`src/rtl/tt_lut_pkg.sv`:
```
// Shared types and limits for the truth-table LUT evaluator.
package tt_lut_pkg;

    typedef enum logic {
        RUN  = 1'b0,
        LOAD = 1'b1
    } state_t;

    localparam int MIN_N_IN = 2;
    localparam int MAX_N_IN = 6;

endpackage

```
`src/rtl/tt_lut_loader.sv`:
```
// Serial truth-table loader: RUN/LOAD state machine, bit counter and table register(s).
// With TT_LUT_SHADOW_EN, bits land in a shadow table copied to the active one on cfg_done.
module tt_lut_loader
    import tt_lut_pkg::*;
#(
    parameter int                  N_IN    = 4,
    parameter logic [2**N_IN-1:0]  TT_INIT = 16'hA960
) (
    input  logic                 clk,
    input  logic                 rst,
    input  logic                 cfg_start,
    input  logic                 cfg_valid,
    input  logic                 cfg_bit,
    output logic                 cfg_done,
    output state_t               state,
    output logic [2**N_IN-1:0]   tt_active
);

    localparam int              W        = 2**N_IN;
    localparam logic [N_IN:0]   LAST_CNT = (N_IN+1)'(W - 1);

    state_t          state_nxt;
    logic            shift_en;
    logic            load_last;
    logic [N_IN:0]   bit_cnt;

    // NOTE: sequential state uses <= so every flop updates from pre-edge values.
    always_ff @(posedge clk) begin
        if (rst) state <= RUN;
        else     state <= state_nxt;
    end

    always_comb begin
        state_nxt = state;
        case (state)
            RUN:     if (cfg_start) state_nxt = LOAD;
            LOAD:    if (cfg_start)      state_nxt = LOAD;
                     else if (load_last) state_nxt = RUN;
            default: state_nxt = RUN;
        endcase
    end

    // NOTE: every comb output gets a default first so no path infers a latch.
    always_comb begin
        shift_en  = 1'b0;
        load_last = 1'b0;
        if (state == LOAD && !cfg_start && cfg_valid) begin
            shift_en  = 1'b1;
            load_last = (bit_cnt == LAST_CNT);
        end
    end

    // A restart (cfg_start) wins over a bit arriving in the same cycle.
    always_ff @(posedge clk) begin
        if (rst) begin
            bit_cnt  <= '0;
            cfg_done <= 1'b0;
        end else begin
            cfg_done <= load_last;
            if (cfg_start)     bit_cnt <= '0;
            else if (shift_en) bit_cnt <= bit_cnt + 1'b1;
        end
    end

`ifdef TT_LUT_SHADOW_EN
    logic [W-1:0] tt_shadow;

    // NOTE: the shadow is fully overwritten before any copy, so it needs no reset.
    always_ff @(posedge clk) begin
        if (shift_en) tt_shadow <= {tt_shadow[W-2:0], cfg_bit};
    end

    always_ff @(posedge clk) begin
        if (rst)           tt_active <= TT_INIT;
        else if (cfg_done) tt_active <= tt_shadow;
    end
`else
    always_ff @(posedge clk) begin
        if (rst)           tt_active <= TT_INIT;
        else if (shift_en) tt_active <= {tt_active[W-2:0], cfg_bit};
    end
`endif

endmodule

```
`src/rtl/tt_lut_eval.sv`:
```
// Truth-table function evaluator with valid/ready handshakes and a serial table loader.
// Optional macro TT_LUT_SHADOW_EN: load into a shadow table so evaluation continues during LOAD.
module tt_lut_eval
    import tt_lut_pkg::*;
#(
    parameter int                  N_IN    = 4,
    parameter logic [2**N_IN-1:0]  TT_INIT = 16'hA960
) (
    input  logic             clk,
    input  logic             rst,
    input  logic             cfg_start,
    input  logic             cfg_valid,
    input  logic             cfg_bit,
    output logic             cfg_done,
    input  logic             in_valid,
    output logic             in_ready,
    input  logic [N_IN-1:0]  in_data,
    output logic             out_valid,
    input  logic             out_ready,
    output logic             out_data
);

    localparam int W = 2**N_IN;

    state_t           state;
    logic [W-1:0]     tt_active;
    logic             run_ok;
    logic             accept;
    logic [N_IN-1:0]  tt_idx;

    tt_lut_loader #(
        .N_IN    (N_IN),
        .TT_INIT (TT_INIT)
    ) u_loader (
        .clk       (clk),
        .rst       (rst),
        .cfg_start (cfg_start),
        .cfg_valid (cfg_valid),
        .cfg_bit   (cfg_bit),
        .cfg_done  (cfg_done),
        .state     (state),
        .tt_active (tt_active)
    );

    // A load request in RUN always takes priority over an operand that cycle.
`ifdef TT_LUT_SHADOW_EN
    assign run_ok = !(state == RUN && cfg_start);
`else
    assign run_ok = (state == RUN) && !cfg_start;
`endif

    assign in_ready = run_ok && (!out_valid || out_ready);
    assign accept   = in_valid && in_ready;

    // MSB-first table: index W-1-idx is simply the bitwise complement of idx.
    assign tt_idx = ~in_data;

    always_ff @(posedge clk) begin
        if (rst) begin
            out_valid <= 1'b0;
            out_data  <= 1'b0;
        end else if (accept) begin
            out_valid <= 1'b1;
            out_data  <= tt_active[tt_idx];
        end else if (out_ready) begin
            out_valid <= 1'b0;
        end
    end

endmodule

```
`config.mk`:
```
export PLATFORM = sky130hd
export DESIGN_NAME = tt_lut_eval
export DESIGN_NICKNAME = d
export VERILOG_FILES = /design/src/rtl/tt_lut_pkg.sv /design/src/rtl/tt_lut_loader.sv /design/src/rtl/tt_lut_eval.sv
export SDC_FILE = /design/constraint.sdc
export NUM_CORES = 1
export LEC_CHECK = 0
export ABC_AREA = 1
export BUFFER_PORTS_ARGS = -buffer_cell sky130_fd_sc_hd__buf_2
export CAP_MARGIN = 20
export CORE_MARGIN = 2
export CORE_UTILIZATION = 50
export CTS_CLUSTER_SIZE = 28
export DETAILED_ROUTE_END_ITERATION = 16
export PLACE_DENSITY = 0.77
export SLEW_MARGIN = 10
export SYNTH_ARGS = -nofsm -noshare
export SYNTH_HDL_FRONTEND = slang
export SYNTH_SLANG_ARGS = --single-unit
```
`constraint.sdc`:
```
create_clock -name clk -period 1 [get_ports clk]
set_input_delay 0.2 -clock clk [delete_from_list [all_inputs] [get_ports clk]]
set_output_delay 0.2 -clock clk [all_outputs]
set_load 0.005 [all_outputs]
```
# Yosys cells after proc, flatten, opt, wreduce, memory -nomap -nowiden
# Cells that the tools add are included.
# classes
reduce_logical,10
add_sub_neg,1
n_mux,10
bitwise,2
order_cmp,1
n_eq_ne,1
# ops
operator,n
$mux 1,8
$add 5x1->5 const B,1
$eq 5x4->1 const B,1
$logic_and 1x1->1,5
$lt 4x5->1 const B,1
$bmux 1 s4,1
$not 4->4,1
$logic_not 1->1,2
$pmux 1 s2,1
$reduce_bool 2->1,1
$reduce_or 2->1,1
$logic_or 1x1->1,1
$not 1->1,1
# word_totals
ff_bits,25
output_inout_bits,4
input_bits,11
word_cells,31

# Longest topological paths before layout
# Gate-level depths: netlist (run 1).
# logic_depth
ltp_word,7
depth_mapped,9
mapped_depth_nobuf,8

# By module
# A second synthesis (run 1) with hierarchy kept.
# hier_totals
cells_unflattened,173
area_unflattened_um2,1189.9
# by_module_without_submodules
module,area_each_um2,seq_area_each_um2,n_inst,cells_per_inst
tt_lut_loader,889.6,460.4,1,112
tt_lut_eval,300.3,40.0,1,61

# Worst setup path before layout (run 1)
# OpenSTA, ideal clock, no wires.
# synth_path
path_kind,reg2reg
from,register u_loader.bit_cnt[0]
to,register u_loader.bit_cnt[4]
slack_ns,-0.026
setup_time_ns,0.070
required_ns,0.930
path_stages_with_launch,6
period_less_slack_ns,1.026
n_path_buf,0
t_arrival_ns,0.957
cell_sequence,dfxtp_1 > ha_1 > inv_1 > nor2_1 > ha_1 > a21oi_1
# synth_via
elab_chain_cells,1
# synth_lines
item,line,source
from (decl),tt_lut_loader.sv:25,logic [N_IN:0] bit_cnt;
from (signal assigned),tt_lut_loader.sv:61,else if (shift_en) bit_cnt <= bit_cnt + 1'b1;
$add 5x1->5,tt_lut_loader.sv:61,
# No other way between the ends.
# A chain may end at the register's enable or synchronous reset.

# Final worst setup path (run 1)
# layout_path
from,register u_loader.state
to,register u_loader.tt_active[12]
# layout_via
elab_chain_cells,3
# layout_lines
item,line,source
from (decl),tt_lut_loader.sv:15,"output state_t state,"
from (signal assigned),tt_lut_loader.sv:30,else state <= state_nxt;
$logic_and 1x1->1 (2 in series),tt_lut_loader.sv:47,if (state == LOAD && !cfg_start && cfg_valid) begin
$mux 1,tt_lut_loader.sv:47,
to (signal assigned),tt_lut_loader.sv:80,"else if (shift_en) tt_active <= {tt_active[W-2:0], cfg_bit};"
to (decl),tt_lut_loader.sv:16,output logic [2**N_IN-1:0] tt_active
# No other way between the ends.

==> out/metrics.cfg, run 1 <==
[outcome]
status = complete, but fails checks
violations = setup timing

[clock_network]
clk_latency_ns = 0.33
cts_tree = done
holdBufCountCts = 0
clock_path_buffers = 2
h-tree-depth = 1
path_clk_slew_ns = 0.15
cts_sinks = 25
cts_root_buf = clkbuf_4
numCtsBuffers = 3

[power_and_ir_drop]
peakVddDrop_v = 0.000772
power_leakage_uw = 0.000750
seq_power_share_pct = 55.8
power_frac_clock_pct = 25.2
switching_share_pct = 28.8
combPwrFrac_pct = 18.9
power.density_nw_per_um2 = 1140
switchingPower_uw = 551
internal_power_uw = 1360

[timing]
fmaxAchievable_mhz = 779
fin_skew_ns = 0.0130
finalHoldViolCount = 0
slew_viol_final = 0
fin_ws_ns = -0.284
setup_viol = 27
fin_crit_sh_pct = 128
maxSlewHeadroom_pct = 77.6
rsz0062_at_grt = yes
finalCriticalPeriod_ns = 1.28
tightest_slew_ns = 0.334

[synthesis]
synth_area_leaders = dfxtp_1 (43%), nand2_1 (9.1%), inv_1 (7.5%), a21oi_1 (5.6%), nand3_1 (5.6%)
syn-mean-instance-area_um2 = 7.43
ys_warn_count = 0
yosysSeqAreaShare_pct = 43.4
synth_area_um2 = 1150
synth_cells = 155
ys_ff_latch = 25
ys_types = 21
syn-num-nets = 168
synth_top_area_cell = dfxtp_1
synth_top_area_share_pct = 43.4

[layout]
layout-drive-gt1-share_pct = 50.8
diodes = 0
fin_cells = 223
final_util_pct = 76.7
syn_to_final_growth_pct = 45.8
seq_area_um2 = 507
multi_input_area_um2 = 661
layout_common_cells = nand2_1 (20), dfxtp_1 (20), inv_1 (19), buf_4 (17), buf_2 (14)
fill_cells = 134
nets = 209

[global_route]
grt_pass1_wl_um = 4920
antenna_found_initial = 0
grt_max_degree = 19
grt_usage_pct = 24.7
grt.overflow.total = 0
grt_pass1_vias = 1136

[min_path]
hp-class = primary input to flip-flop

[critical_path]
required_ns = 1.25
end_kind = flip-flop
cp-start-kind = flip-flop
crit_type = flip-flop to flip-flop
cp.arrival_ns = 1.53
path_max_fanout = 7

[route]
antenna_left = 0
dr.pass1.iters = 5
routedWlPerCell_um = 14.4
drtIter0Drc = 31
drt-total-wl_um = 3210
via_per_inst = 5.40
dr_total_vias = 1204
drcViolationCount = 0

[floorplanning]
row_count = 17
die_area_um2 = 2700
coreArea_um2 = 2190
chipWidth_um = 52.0
ios = 15
start_util_pct = 52.6
die_y_um = 52.0

[placed_design]
place_congestion = 0.814
dp.cells = 206
io_buffers = 14
dp_hpwl_um = 1660

[run]
cap_viol_max_count = 0

[cell usage after synthesis]
cell type	instances
nand3_1	13
nand3b_1	1
nand2_1	28
o21a_1	1
nor2_4	1
dfxtp_1	25
o211ai_1	3
inv_1	23
inv_2	2
buf_6	2
ha_1	2
o211ai_2	3
a21oi_1	13
o21ai_0	13
nor2_1	13
nor2_2	6
nand2_2	1
o21bai_1	1
buf_2	2
buf_4	1
and3_1	1
[path summary, 6_finish.rpt]
check	from	endpoint	slack (ns)	depth (start not counted)
worst max register to register	u_loader.state	u_loader.tt_active[12]	-0.28	7
worst min-delay path	rst	out_valid	0.04	2
worst max-delay path	u_loader.state	u_loader.tt_active[12]	-0.28	7
worst min register to register	u_loader.tt_active[5]	u_loader.tt_active[6]	0.50	2
[state kept, by name (all words and copies together), names as in the netlist]
signal / cells
u_loader.cfg_done: 1
out_valid: 1
out_data: 1
u_loader.tt_active: 16
u_loader.state: 1
u_loader.bit_cnt: 5
[timing repair]
action | 4_1_cts | 5_1_grt
setup buffers | 8 | 1
cloned | 4 | 0
gates resized for setup | 45 | 21
setup endpoints to repair | 26 | 28
endpoints found under the hold margin | 0 | 0
pin swaps | 12 | 10
[stage by stage]
stage	power [µW]	hold slack, ns	setup TNS [ns]	area [µm²]	worst slack [ns]
floorplan	1230	0.272	-0.0122	1160	-0.00670
global placement	1310	0.409	-0.157	1340	-0.0625
detailed placement	1320	0.412	-0.707	1340	-0.0757
CTS	1860	0.0401	-3.33	1610	-0.240
global route	1990	0.0524	-5.89	1680	-0.343
finish	1910	0.0408	-4.63	1680	-0.284
[final cells by class]
class	count	share of cell area [%]
Tap cell	28	2.08
Inverter	25	5.88
Timing Repair inverter	1	0.447
Multi-Input combinational cell	100	39.3
Timing Repair Buffer	40	20.3
Sequential cell	25	30.2
Clock inverter	1	0.447
Clock buffer	3	1.34
[worst max-delay path, cell delays in order, from the launching register on]
cell and delay, ns:
dfxtp_2 0.37, buf_4 0.11, nand2_4 0.05, nor2_4 0.10
buf_12 0.14, clkinvlp_4 0.19, o21ai_2 0.18, a21oi_1 0.05
[layer usage]
layer	track usage [%]	wire (µm)
met5	0	0
met4	13.2	118
met3	3.45	144
met2	43.5	1670
met1	28.5	1270
[cells by family (layout without fill, tap and decap cells)]
group                      Yosys count  in the layout  synth area share (%)
AOI/OAI and AO/OA                   34             34                  17.8
adders and majority gates            2              2                  2.17
buffers and inverters               30             70                  11.6
DFF                                 25             25                  43.4
and+or+nand+nor                     64             64                  25.0
[power groups by stage]
stage | logic (µW) | clock network, µW | registers (µW)
2_1_floorplan | 154 | 0 | 1070
3_3_place_gp | 238 | 0 | 1080
3_5_place_dp | 246 | 0 | 1080
4_1_cts | 323 | 476 | 1060
5_1_grt | 394 | 521 | 1070
6_report | 362 | 482 | 1070
(Power assumes the default switching activity.)
==> inputs of run 2 (changes only) <==
Settings changed: CORE_UTILIZATION 50 to 55, PLACE_DENSITY 0.77 to 0.8.
Clock period 1 ns to 1.2 ns, I/O delays scaled along.
==> run 2 against run 1 <==
Compared with the run above: the flow still finishes with violations (setup timing); non-clock buffer count is 12 lower; cell area decreased by 13%; sequential share of layout area is 4.3 points higher; core utilization decreased by 2.0 points; register-to-register slack better by 0.20 ns; flip-flop and latch count is the same; hold slack improved by 0.029 ns; first-iteration DRC count down 13%; critical path depth down 3; clock power fell by 12%; cell count fell by 5.8%; total power down 19%; critical endpoint is now in_ready.
==> out/metrics.cfg, run 2 (same netlist as run 1, synthesis figures left out) <==
[outcome]
status = complete, but fails checks  ; unchanged
violations = setup timing  ; unchanged

[route]
antenna_left = 0  ; unchanged
drt-total-wl_um = 2800  ; was 3210 µm
drtIter0Drc = 27  ; was 31
dr_total_vias = 1101  ; was 1204
drcViolationCount = 0  ; unchanged
dr.pass1.iters = 5  ; unchanged
via_per_inst = 5.24  ; was 5.40
routedWlPerCell_um = 13.3  ; was 14.4 µm

[critical_path]
max_stage_delay_ns = 0.36  ; was 0.37 ns
cp-start-kind = flip-flop  ; unchanged
cp.arrival_ns = 1.09  ; was 1.53 ns
timing.rr.end = u_loader.tt_active[6]  ; was u_loader.tt_active[12]
reg2regPathDepth = 7  ; unchanged
required_ns = 0.96  ; was 1.25 ns
end_kind = output pin  ; was flip-flop
crit_chain = nor2_2 > inv_2 > nor2_4 > buf_2  ; was buf_4 > nand2_4 > nor2_4 > buf_12 > clkinvlp_4 > o21ai_2 > a21oi_1
path_max_fanout = 2  ; was 7
r2r_start = u_loader.state  ; unchanged
crit_type = flip-flop to output pin  ; was flip-flop to flip-flop
rrSetupSlack_ns = -0.08  ; was -0.28 ns
slowest_stage = dfxtp_2  ; unchanged

[timing]
tightest_slew_ns = 0.274  ; was 0.334 ns
slew_viol_final = 0  ; unchanged
fin_ws_ns = -0.128  ; was -0.284 ns
setup-tns-final_ns = -0.882  ; was -4.63 ns
setup_viol = 16  ; was 27
fin_skew_ns = 0.00707  ; was 0.0130 ns
fin_crit_sh_pct = 111
finalHoldViolCount = 0  ; unchanged
maxSlewHeadroom_pct = 81.6  ; was 77.6%
finalCriticalPeriod_ns = 1.33
whs_ns = 0.0699  ; was 0.0408 ns
rsz0062_at_grt = yes  ; unchanged
fmaxAchievable_mhz = 753

[run]
cap_viol_max_count = 0  ; unchanged

[power_and_ir_drop]
seq_power_share_pct = 57.0  ; was 55.8%
internal_power_uw = 1110  ; was 1360 µW
combPwrFrac_pct = 15.7  ; was 18.9%
switching_share_pct = 28.5  ; was 28.8%
peakVddDrop_v = 0.000833  ; was 0.000772 V
power_leakage_uw = 0.000685  ; was 0.000750 µW
power.density_nw_per_um2 = 1060  ; was 1140 nW/µm²
power_frac_clock_pct = 27.3  ; was 25.2%
p_total_uw = 1550  ; was 1910 µW
switchingPower_uw = 442  ; was 551 µW

[floorplanning]
row_count = 16  ; was 17
die_area_um2 = 2480  ; was 2700 µm²
start_util_pct = 58.7  ; was 52.6%
chipWidth_um = 49.8  ; was 52.0 µm
die_y_um = 49.8  ; was 52.0 µm
ios = 15  ; unchanged
coreArea_um2 = 1960  ; was 2190 µm²

[global_route]
grt_pass1_vias = 949  ; was 1136
grt.overflow.total = 0  ; unchanged
grt_usage_pct = 21.0  ; was 24.7%
grt_pass1_wl_um = 3950  ; was 4920 µm
antenna_found_initial = 0  ; unchanged
grt_max_degree = 19  ; unchanged

[layout]
layout_common_cells = nand2_1 (26), inv_1 (22), dfxtp_1 (22), buf_2 (14), nand3_1 (13)  ; was nand2_1 (20), dfxtp_1 (20), inv_1 (19), buf_4 (17), buf_2 (14)
layout-drive-gt1-share_pct = 31.7  ; was 50.8%
largest_reg_flops = 16  ; unchanged
diodes = 0  ; unchanged
largest_registers = u_loader.tt_active: 16 flops, u_loader.bit_cnt: 5 flops  ; unchanged
fin_cells = 210  ; was 223
nets = 197  ; was 209
syn_to_final_growth_pct = 27.1  ; was 45.8%
fill_cells = 159  ; was 134
layout_commonest_cell = nand2_1
regMostFlops = u_loader.tt_active  ; unchanged

[placed_design]
dp_hpwl_um = 1590  ; was 1660 µm
io_buffers = 14  ; unchanged
place_congestion = 0.785  ; was 0.814
dp.cells = 194  ; was 206

[clock_network]
path_clk_slew_ns = 0.15  ; about the same
cts_sinks = 25  ; unchanged
h-tree-depth = 1  ; unchanged
clk_latency_ns = 0.34  ; was 0.33 ns
cts_root_buf = clkbuf_4  ; unchanged
clock_path_buffers = 2  ; unchanged
cts_tree = done  ; unchanged
numCtsBuffers = 3  ; unchanged

[min_path]
holdPathStages = 2  ; unchanged
hp-class = primary input to flip-flop  ; unchanged
hold_end = u_loader.cfg_done  ; was out_valid
holdCritStartpoint = rst  ; unchanged

==> run 2: cell count changes in the layout (fill, tap and decap cells not counted), sizes merged <==
cell	change
buf	-12
clkinv	+2
clkinvlp	-2
bufbuf	-1
clkbuf	+1
==> run 2: final cells by class <==
type | count | area, µm² | area share (%)
Multi-Input combinational cell | 100 | 557 | 38.0
Sequential cell | 25 | 504 | 34.4
Timing Repair Buffer | 28 | 235 | 16.1
Inverter | 25 | 98.8 | 6.75
Tap cell | 27 | 33.8 | 2.31
Clock buffer | 3 | 22.5 | 1.54
Clock inverter | 1 | 8.76 | 0.598
Timing Repair inverter | 1 | 5.00 | 0.342
==> run 2: worst max-delay path by stage <==
stage	start	to	slack, ns	cells past startpoint
3_5_place_dp	u_loader.bit_cnt[0]	u_loader.state	0.04	7
5_1_grt	u_loader.state	in_ready	-0.22	4
4_1_cts	u_loader.state	in_ready	-0.09	4
2_1_floorplan	u_loader.bit_cnt[0]	u_loader.bit_cnt[4]	0.17	5
6_report	u_loader.state	in_ready	-0.13	4
3_3_place_gp	in_data[0]	out_data	0.08	9
==> run 2: layer usage <==
layer  wire length (µm)  up-vias  track usage [%]
met5                  0        -                0
li1                   -      552                -
met1               1100      503             22.4
met2               1440       34             39.3
met4                126        0             5.56
met3                137       12             6.67
==> run 2: power by group through the flow <==
stage	clock (µW)	combinational, µW	sequential, µW
global placement	0	177	897
finish	423	243	883
detailed placement	0	184	897
CTS	424	193	880
floorplan	0	128	895
global route	461	270	887
==> run 2: critical path, delay by kind of cell (launching register included) <==
family                 cells  cell delay [ns]
DFF                        1             0.36
and+or+nand+nor            2             0.21
buffers and inverters      2             0.17
==> run 2: what timing repair did <==
item,4_1_cts,5_1_grt
hold endpoints to repair,0,0
resized for setup,4,31
endpoints found under the setup margin,1,15
pin swaps,1,3
setup buffers,1,9
cloned,0,2
hold buffers,0,0
==> run 2: per-stage QoR <==
step                utilization [%]  setup slack, ns  instance area (µm²)
finish                         74.7           -0.128                 1470
global route                   74.7           -0.218                 1470
CTS                            66.3          -0.0925                 1300
detailed placement             63.8           0.0395                 1250
global placement               63.8           0.0802                 1250
floorplan                         -            0.174                 1150
==> inputs of run 3 (changes only) <==
Settings changed: CTS_BUF_LIST set to sky130_fd_sc_hd__clkbuf_8.
==> run 3 against run 2 <==
Compared with the run above: the flow now finishes without violations; non-clock buffer count decreased by 8; via count down 8.8%; fmax rose by 11%; flip-flop and latch count stayed put.
==> out/metrics.cfg, run 3 (same netlist as run 1, synthesis figures left out) <==
[route]
routedWlPerCell_um = 11.0  ; was 13.3 µm
via_per_inst = 5.00  ; was 5.24
drcViolationCount = 0  ; unchanged
drtIter0Drc = 11  ; was 27
antenna_left = 0  ; unchanged
dr.pass1.iters = 4  ; was 5
drt-total-wl_um = 2210  ; was 2800 µm
dr_total_vias = 1004  ; was 1101

[min_path]
hp-class = primary input to flip-flop  ; unchanged
holdCritStartpoint = rst  ; unchanged

[clock_network]
clock_path_buffers = 2  ; unchanged
cts_tree = done  ; unchanged
clk_latency_ns = 0.27  ; was 0.34 ns
path_clk_slew_ns = 0.09  ; was 0.15 ns
cts_sinks = 25  ; unchanged
cts_root_buf = clkbuf_8  ; was clkbuf_4
numCtsBuffers = 3  ; unchanged
holdBufCountCts = 0  ; unchanged
h-tree-depth = 1  ; unchanged

[floorplanning]
start_util_pct = 58.7  ; unchanged
die_area_um2 = 2480  ; unchanged
die_y_um = 49.8  ; unchanged
coreArea_um2 = 1960  ; unchanged
chipWidth_um = 49.8  ; unchanged
row_count = 16  ; unchanged
ios = 15  ; unchanged

[timing]
fin_ws_ns = 0.00327  ; was -0.128 ns
tightest_slew_ns = 0.287  ; was 0.274 ns
finalHoldViolCount = 0  ; unchanged
fin_crit_sh_pct = 99.7  ; was 111%
finalCriticalPeriod_ns = 1.20  ; was 1.33 ns
maxSlewHeadroom_pct = 80.8  ; was 81.6%
rsz0062_at_grt = yes  ; unchanged
setup_viol = 0  ; was 16
slew_viol_final = 0  ; unchanged
fmaxAchievable_mhz = 836  ; was 753 MHz
fin_skew_ns = 0.00376  ; was 0.00707 ns

[power_and_ir_drop]
switchingPower_uw = 406  ; was 442 µW
switching_share_pct = 25.5  ; was 28.5%
power.density_nw_per_um2 = 1180  ; was 1060 nW/µm²
power_frac_clock_pct = 32.4  ; was 27.3%
seq_power_share_pct = 55.2  ; was 57.0%
power_leakage_uw = 0.000631  ; was 0.000685 µW
peakVddDrop_v = 0.000942  ; was 0.000833 V
combPwrFrac_pct = 12.4  ; was 15.7%
internal_power_uw = 1190  ; was 1110 µW

[global_route]
grt_pass1_vias = 917  ; was 949
grt.overflow.total = 0  ; unchanged
grt_pass1_wl_um = 3770  ; was 3950 µm
antenna_found_initial = 0  ; unchanged
grt_usage_pct = 19.7  ; was 21.0%
grt_max_degree = 19  ; unchanged

[critical_path]
startpoint = out_valid  ; was u_loader.state
max_stage_delay_ns = 0.33  ; was 0.36 ns
r2r_start = u_loader.bit_cnt[0]  ; was u_loader.state
cp.arrival_ns = 0.96  ; was 1.09 ns
rrSetupSlack_ns = 0.08  ; was -0.08 ns
end_kind = output pin  ; unchanged
crit_type = flip-flop to output pin  ; unchanged
cp-start-kind = flip-flop  ; unchanged
path_max_fanout = 2  ; unchanged
crit_chain = inv_1 > nor2_2 > nor2_4 > buf_2  ; was nor2_2 > inv_2 > nor2_4 > buf_2
required_ns = 0.96  ; about the same
slowest_stage = dfxtp_1  ; was dfxtp_2

[layout]
regMostFlops = u_loader.tt_active  ; unchanged
nets = 188  ; was 197
layout_commonest_cell = nand2_1  ; unchanged
largest_registers = u_loader.tt_active: 16 flops, u_loader.bit_cnt: 5 flops  ; unchanged
post-route-cell-area_um2 = 1350  ; was 1470 µm²
layout_common_cells = nand2_1 (28), inv_1 (22), dfxtp_1 (22), buf_2 (14)  ; was nand2_1 (26), inv_1 (22), dfxtp_1 (22), buf_2 (14), nand3_1 (13)
seq_area_um2 = 504  ; unchanged
layout-drive-gt1-share_pct = 25.3  ; was 31.7%
largest_reg_flops = 16  ; unchanged
diodes = 0  ; unchanged
fill_cells = 187  ; was 159
syn_to_final_growth_pct = 16.9  ; was 27.1%
multi_input_area_um2 = 531  ; was 557 µm²

[placed_design]
dp_hpwl_um = 1590  ; unchanged
io_buffers = 14  ; unchanged
place_ws_ns = 0.0395  ; unchanged
place_congestion = 0.785  ; unchanged
place_area_um2 = 1250  ; unchanged

[outcome]
status = finished clean  ; was complete, but fails checks

[run]
cap_viol_max_count = 0  ; unchanged

## run 3: changes by cell type in the layout (fill, tap and decap cells not counted), sizes merged
cell,previous run,this run
clkinv,2,0
buf,27,20
inv,25,26
clkbuf,4,3
## run 3: stage by stage
step           hold slack [ns]  TNS (ns)  util [%]  cells  power [µW]
2_1_floorplan            0.312         0         -    155        1020
3_3_place_gp             0.441         0      63.8    194        1070
3_5_place_dp             0.449         0      63.8    194        1080
4_1_cts                  0.157   -0.0119      66.4    198        1600
5_1_grt                  0.160    -0.145      68.7    201        1680
6_report                 0.162         0      68.7    201        1590
## run 3: what timing repair did
item,4_1_cts,5_1_grt
setup endpoints to repair,1,5
gates resized for setup,1,9
pin swaps,1,2
buffers inserted,0,3
## run 3: layout make-up
class / count / share of cell area, %
clock buffer: 3 / 3.06
clock inverter: 1 / 0.650
inverter: 25 / 6.96
multi-input combinational: 100 / 39.4
sequential: 25 / 37.4
tap: 27 / 2.51
timing repair buffer: 20 / 10.0
## run 3: path summary, 6_finish.rpt
path                         end  cells after the start
min reg2reg  u_loader.bit_cnt[3]                      1
max reg2reg       u_loader.state                      7
min                    out_valid                      2
max                     in_ready                      4
## run 3: routing by layer
layer | global-route usage (%) | vias up | share of wire (%)
met5 | 0 | - | 0
met4 | 2.78 | 0 | 0.50
met2 | 36.9 | 16 | 53
met3 | 5.76 | 2 | 3.6
met1 | 22.2 | 454 | 43
li1 | - | 532 | -
## run 3: worst max-delay path, delay by kind of cell, from the launching register on
kind          cells  cell delay [ns]
flops             1             0.33
simple gates      2             0.19
buf+inv           2             0.17
## run 3: power groups by stage
stage	sequential, µW	clock (µW)	combinational (µW)
6_report	880	516	198
4_1_cts	879	530	186
2_1_floorplan	895	0	128
3_5_place_dp	897	0	184
5_1_grt	885	564	227
3_3_place_gp	897	0	177
